--- src/rtl/count_pkg.sv ---
// Shared types and constants for the on-screen counter writer.
// Holds the write FSM state encoding, digit geometry and memory offsets.
package count_pkg;

  typedef enum logic [2:0] {
    ST_IDLE    = 3'd0,
    ST_CONVERT = 3'd1,
    ST_WR_ONE  = 3'd2,
    ST_WR_TEN  = 3'd3,
    ST_WR_HUN  = 3'd4,
    ST_DONE    = 3'd5
  } state_t;

  localparam int NUM_DIGITS = 3;
  localparam int BCD_ITERS  = 10;
  localparam int DIGIT_W    = 4;
  localparam int MAX_VALUE  = 999;

  localparam int OFF_ONE = 0;
  localparam int OFF_TEN = 1;
  localparam int OFF_HUN = 2;

endpackage

--- src/rtl/count_writer_bcd_convert.sv ---
// Sequential double-dabble: one shift-and-adjust iteration per cycle.
// A start pulse loads the operand; done pulses on the cycle of the final iteration.
module bcd_convert
  import count_pkg::*;
(
  input  logic        clk,
  input  logic        reset,
  input  logic        start,
  input  logic [9:0]  operand,
  output logic        done,
  output logic [11:0] bcd
);

  logic [9:0]  bin_q, bin_d;
  logic [11:0] bcd_q, bcd_d;
  logic [11:0] bcd_adj;
  logic [3:0]  iter_q, iter_d;
  logic        busy_q, busy_d;

  genvar gi;
  generate
    for (gi = 0; gi < NUM_DIGITS; gi++) begin : g_adj
      assign bcd_adj[gi*DIGIT_W +: DIGIT_W] =
        (bcd_q[gi*DIGIT_W +: DIGIT_W] >= 4'd5) ? bcd_q[gi*DIGIT_W +: DIGIT_W] + 4'd3
                                               : bcd_q[gi*DIGIT_W +: DIGIT_W];
    end
  endgenerate

  always_comb begin
    bin_d  = bin_q;
    bcd_d  = bcd_q;
    iter_d = iter_q;
    busy_d = busy_q;
    done   = 1'b0;
    if (start) begin
      bin_d  = operand;
      bcd_d  = '0;
      iter_d = '0;
      busy_d = 1'b1;
    end else if (busy_q) begin
      // Shift the adjusted {bcd, bin} pair left by one.
      bcd_d  = {bcd_adj[10:0], bin_q[9]};
      bin_d  = {bin_q[8:0], 1'b0};
      iter_d = iter_q + 4'd1;
      if (iter_q == 4'(BCD_ITERS - 1)) begin
        busy_d = 1'b0;
        done   = 1'b1;
      end
    end
  end

  always_ff @(posedge clk) begin
    if (!reset) begin
      bin_q  <= '0;
      bcd_q  <= '0;
      iter_q <= '0;
      busy_q <= 1'b0;
    end else begin
      bin_q  <= bin_d;
      bcd_q  <= bcd_d;
      iter_q <= iter_d;
      busy_q <= busy_d;
    end
  end

  assign bcd = bcd_q;

endmodule

--- src/rtl/count_writer.sv ---
// Writes the three BCD digits of a saturated 10-bit count into display memory,
// one word per cycle, only while the write window is open.
module count_writer
  import count_pkg::*;
#(
  parameter int ADDR_W    = 16,
  parameter int DATA_W    = 16,
  parameter int MAX_VALUE = count_pkg::MAX_VALUE
) (
  input  logic              clk,
  input  logic              reset,
  input  logic [9:0]        value,
  input  logic              value_valid,
  output logic              value_ready,
  input  logic [ADDR_W-1:0] count_addr,
  input  logic              wr_allow,
  output logic [ADDR_W-1:0] memAddr,
  output logic [DATA_W-1:0] memWData,
  output logic              memWE,
  output logic              write_done
);

  state_t              state_q, state_d;
  logic [ADDR_W-1:0]   base_q, base_d;
  logic                accept;
  logic [9:0]          operand;
  logic                conv_done;
  logic [11:0]         bcd;
  logic                writing;
  logic [1:0]          off;
  logic [DIGIT_W-1:0]  digit;

  assign value_ready = (state_q == ST_IDLE) && reset;
  assign accept      = value_valid && value_ready;
  assign operand     = (value > 10'(MAX_VALUE)) ? 10'(MAX_VALUE) : value;

  bcd_convert u_bcd (
    .clk     (clk),
    .reset   (reset),
    .start   (accept),
    .operand (operand),
    .done    (conv_done),
    .bcd     (bcd)
  );

  always_comb begin
    state_d    = state_q;
    base_d     = base_q;
    writing    = 1'b0;
    off        = 2'(OFF_ONE);
    digit      = '0;
    write_done = 1'b0;
    case (state_q)
      ST_IDLE: begin
        if (accept) begin
          base_d  = count_addr;
          state_d = ST_CONVERT;
        end
      end
      ST_CONVERT: if (conv_done) state_d = ST_WR_ONE;
      ST_WR_ONE: begin
        writing = 1'b1;
        off     = 2'(OFF_ONE);
        digit   = bcd[3:0];
        if (wr_allow) state_d = ST_WR_TEN;
      end
      ST_WR_TEN: begin
        writing = 1'b1;
        off     = 2'(OFF_TEN);
        digit   = bcd[7:4];
        if (wr_allow) state_d = ST_WR_HUN;
      end
      ST_WR_HUN: begin
        writing = 1'b1;
        off     = 2'(OFF_HUN);
        digit   = bcd[11:8];
        if (wr_allow) state_d = ST_DONE;
      end
      ST_DONE: begin
        write_done = 1'b1;
        state_d    = ST_IDLE;
      end
      default: state_d = ST_IDLE;
    endcase
  end

  // A reset edge must not also commit the word on the bus.
  assign memWE    = writing && wr_allow && reset;
  assign memAddr  = writing ? base_q + ADDR_W'(off) : '0;
  assign memWData = writing ? {{(DATA_W-DIGIT_W){1'b0}}, digit} : '0;

  always_ff @(posedge clk) begin
    if (!reset) begin
      state_q <= ST_IDLE;
      base_q  <= '0;
    end else begin
      state_q <= state_d;
      base_q  <= base_d;
    end
  end

endmodule

--- config.mk ---
export PLATFORM = sky130hd
export DESIGN_NAME = count_writer
export DESIGN_NICKNAME = d
export VERILOG_FILES = /design/src/rtl/count_pkg.sv /design/src/rtl/count_writer_bcd_convert.sv /design/src/rtl/count_writer.sv
export SDC_FILE = /design/constraint.sdc
export NUM_CORES = 1
export LEC_CHECK = 0
export ABC_CLOCK_PERIOD_IN_PS = 3800
export CORE_UTILIZATION = 50
export CTS_CLUSTER_DIAMETER = 30
export CTS_CLUSTER_SIZE = 14
export DETAILED_ROUTE_END_ITERATION = 8
export PLACE_DENSITY = 0.89
export SYNTH_ARGS = -nofsm -noshare
export SYNTH_HDL_FRONTEND = slang
export SYNTH_SLANG_ARGS = --single-unit
export TNS_END_PERCENT = 30
--- constraint.sdc ---
create_clock -name clk -period 3.8 [get_ports clk]
set_input_delay 0.57 -clock clk [delete_from_list [all_inputs] [get_ports clk]]
set_output_delay 0.57 -clock clk [all_outputs]
set_load 0.02 [all_outputs]
==> insert_results.sql <==
INSERT INTO impl_metrics (metric_group, metric, value, unit) VALUES
('final_layout', 'final_cell_count_no_fill', '464', ''),
('power', 'ir_worst_vdd', '0.000216', 'V'),
('sta', 'setup-violations-final', '0', ''),
('routing', 'number_of_drc_markers_in_iteration_0', '184', ''),
('place', 'numPlacedInstances', '456', ''),
('setup_path', 'worst-setup-path-type', 'reg -> out', ''),
('final_layout', 'insertedDiodeCount', '0', ''),
('power', 'power_per_cell_area', '318', 'nW/um2'),
('setup_path', 'worst-path-max-fanout', '6', ''),
('floorplan', 'row_count', '26', ''),
('synth', 'yosys.area_share.adder', '5.37', '%'),
('final_layout', 'syn2layout_area_growth', '23.5', '%'),
('clock_tree', 'post-cts-setup-buffer-count', '0', ''),
('synth', 'synth_xor_xnor_area_share', '3.89', '%'),
('floorplan', 'floorplan.initialDensity', '52.2', '%'),
('power', 'leakagePower', '0.00116', 'uW'),
('routing', 'routed-wl-met3', '223', 'um'),
('synth', 'synthArstFlopShare', '0', '%'),
('place', 'hpwl_detailed', '4.64', 'mm'),
('synth', 'muxShareOfSynthArea', '5.28', '%'),
('sta', 'worst_slack', '0.237', 'ns'),
('setup_path', 'cp-end-kind', 'output port', ''),
('final_layout', 'drive_gt1_share', '5.58', '%'),
('clock_tree', 'buffer_type_at_the_clock_tree_root', 'clkbuf_8', ''),
('clock_tree', 'cts-htree-levels', '2', ''),
('synth', 'syn_area_per_cell', '7.77', 'um2'),
('setup_path', 'crit_cells', '10', ''),
('global_route', 'grt_overflow_total', '0', ''),
('floorplan', 'die_w', '75.5', 'um'),
('clock_tree', 'clock_sinks', '46', ''),
('synth', 'post_synth_num_cell_types', '45', ''),
('setup_path', 'crit_path_cell_trace', 'nand2b_1 > nor2_1 > ha_1 > inv_1 > fa_1 > nor2b_1 > nand3_1 > or4_1 > nand2_1 > dlygate4sd2_1', ''),
('sta', 'setup-tns-final', '0', 'ns'),
('flow_run', 'max-cap-violations', '0', ''),
('floorplan', 'dieArea', '5700', 'um2'),
('run_status', 'outcome', 'finished, final reports clean', ''),
('floorplan', 'dieHeight', '75.5', 'um'),
('synth', 'share_of_the_synthesized_area_in_compound_gates_ao_oa_aoi_oai', '16.7', '%'),
('clock_tree', 'cts-buffers-inserted', '5', ''),
('global_route', 'grt_pass1_vias', '2368', ''),
('final_layout', 'n_fill_cell', '448', ''),
('sta', 'final_min_period_over_clock_period', '93.8', '%'),
('setup_path', 'timing.critical_path.slowest_cell_delay', '0.50', 'ns'),
('routing', 'drt_pass1_iterations', '4', ''),
('synth', 'mappedNetlistArea', '2700', 'um2'),
('routing', 'via_count', '2560', ''),
('global_route', 'antenna_found_initial', '0', ''),
('clock_tree', 'cts_hold_buffers', '0', ''),
('routing', 'antenna_violating_nets_post_route', '0', ''),
('synth', 'postSynth.topFlopCell', 'dfxtp_1', ''),
('place', 'post-place-ws', '0.137', 'ns'),
('min_path', 'hold_path.class', 'reg -> reg', ''),
('sta', 'tightest_slew', '0.938', 'ns'),
('final_layout', 'design.final.nets', '434', ''),
('place', 'io_buffer_count', '52', ''),
('clock_tree', 'cts_tree', 'done', ''),
('routing', 'routed_via_density', '5.52', ''),
('floorplan', 'io_pins', '65', ''),
('sta', 'finClkSkew', '0.00477', 'ns'),
('min_path', 'worstHoldPathCells', '2', ''),
('clock_tree', 'maximum_clock_path_buffer_count', '2', ''),
('global_route', 'gr-usage-all-layers', '24.3', '%'),
('synth', 'yosysWarningCount', '0', ''),
('setup_path', 'crit_path_top_delay_cell', 'or4_1', ''),
('sta', 'finalCriticalPeriod', '3.56', 'ns'),
('routing', 'top_layer', 'met4', ''),
('sta', 'setup_repair_after_global_routing_missed_its_margin', 'no', ''),
('place', 'gp_routability_congestion', '0.883', ''),
('synth', 'synth_top_family_by_area', 'simple AND/OR/NAND/NOR gates', ''),
('sta', 'slew_headroom', '37.3', '%'),
('synth', 'synth.yosys.seq_area_share', '34.1', '%');
cell usage in the layout (no fill, tap or decap), types with 2 or more instances in the layout:
cell,instances
clkdlybuf4s50_1,49
a21oi_1,23
conb_1,12
mux2i_1,12
o21ai_0,29
nand4_1,4
a31oi_1,6
dfxtp_1,44
nand2_1,49
nand2b_1,8
o22ai_1,2
or3_1,4
nor2_1,27
ha_1,10
nor2b_1,9
or4_1,2
o21a_1,2
or3b_2,2
o31ai_1,3
mux2_2,2
buf_4,4
clkbuf_8,5
a211oi_1,8
nor3_1,5
xor2_1,7
nand3b_1,5
inv_1,14
and3_1,4
dlygate4sd2_1,2
xnor2_1,5
nand3_1,16
worst reg2reg max path, cell delays in order, from the launching register on:
cell	delay, ns
dfxtp_1	0.92
buf_4	0.37
or3b_2	0.46
a31oi_1	0.16
layer usage:
layer	vias to the layer above	track usage [%]
met3	21	4.23
met1	1197	28.8
met5	-	0
li1	1270	-
met4	0	9.67
met2	72	43.7
cells by family (layout without fill, tap and decap cells):
| kind of cell | Yosys count | count (layout) |
|---|---|---|
| multiplexers | 14 | 14 |
| AO/OA/AOI/OAI | 78 | 78 |
| flip-flops | 46 | 46 |
| XOR/XNOR | 12 | 12 |
| adder cells (fa/ha/maj) | 11 | 11 |
| AND/OR/NAND/NOR | 143 | 143 |
| other | 1 | 12 |
| buffers and inverters | 43 | 78 |
registers in the layout (all words and copies together) (netlist names):
signal / cells
base_q: 16
u_bcd.bcd: 12
u_bcd.bin_q: 10
u_bcd.iter_q: 4
state_q: 3
u_bcd.busy_q: 1
power breakdown:
group          internal [uW]  total, uW  switching [uW]
Combinational           73.7        153            79.5
Sequential               509        543            33.9
Clock                    196        366             170
Total                    779       1060             283
final cells by class:
| type | count | area [um2] | share of cell area [%] |
|---|---|---|---|
| multi-input combinational | 270 | 1610 | 48.3 |
| sequential | 46 | 926 | 27.7 |
| timing repair buffer | 56 | 551 | 16.5 |
| tap | 70 | 87.6 | 2.62 |
| clock buffer | 6 | 72.6 | 2.17 |
| inverter | 14 | 52.6 | 1.57 |
| clock inverter | 2 | 37.5 | 1.12 |
per-stage QoR:
stage               instance area [um2]  hold slack (ns)  util, %  power (uW)
finish                             3340            0.495     64.5        1060
CTS                                3330            0.491     64.5        1060
global route                       3340            0.525     64.5        1110
floorplan                          2740            0.438        -         654
detailed placement                 3220            0.479     62.3         704
global placement                   3220            0.461     62.3         697
cell usage after synthesis (2+ instances only):
master	n	area, um2
a31oi_1	6	37.5
a211oi_1	8	60.1
buf_2	5	25.0
o22ai_1	2	12.5
buf_4	12	90.1
and3_1	4	25.0
o21a_1	2	15.0
xor2_1	7	61.3
or3_1	4	25.0
clkbuf_1	11	41.3
xnor2_1	5	43.8
nor2_1	27	101
or3b_2	2	17.5
nand3_1	16	80.1
mux2i_1	12	120
inv_1	14	52.6
ha_1	10	125
nand3b_1	5	37.5
or4_1	2	15.0
nand4_1	4	25.0
a21oi_1	23	115
nand2b_1	8	50.1
nor2b_1	9	56.3
mux2_2	2	22.5
nor3_1	5	25.0
o21ai_0	29	145
o31ai_1	3	22.5
dfxtp_1	46	921
nand2_1	49	184
final timing paths:
kind / startpoint / end / slack [ns]
max: state_q[2] / memAddr[10] / 0.24
min: u_bcd.bcd[11] / u_bcd.bcd[11] / 0.50
max reg2reg: u_bcd.busy_q / u_bcd.bcd[1] / 1.83
min reg2reg: u_bcd.bcd[11] / u_bcd.bcd[11] / 0.50
what timing repair did:
| item | 4_1_cts | 5_1_grt |
|---|---|---|
| hold endpoints to repair | 0 | 0 |
| gates resized for setup | 5 | 1 |
| cloned | 0 | 0 |
| setup endpoints to repair | 3 | 1 |
Power figures use the tool's default switching activity.
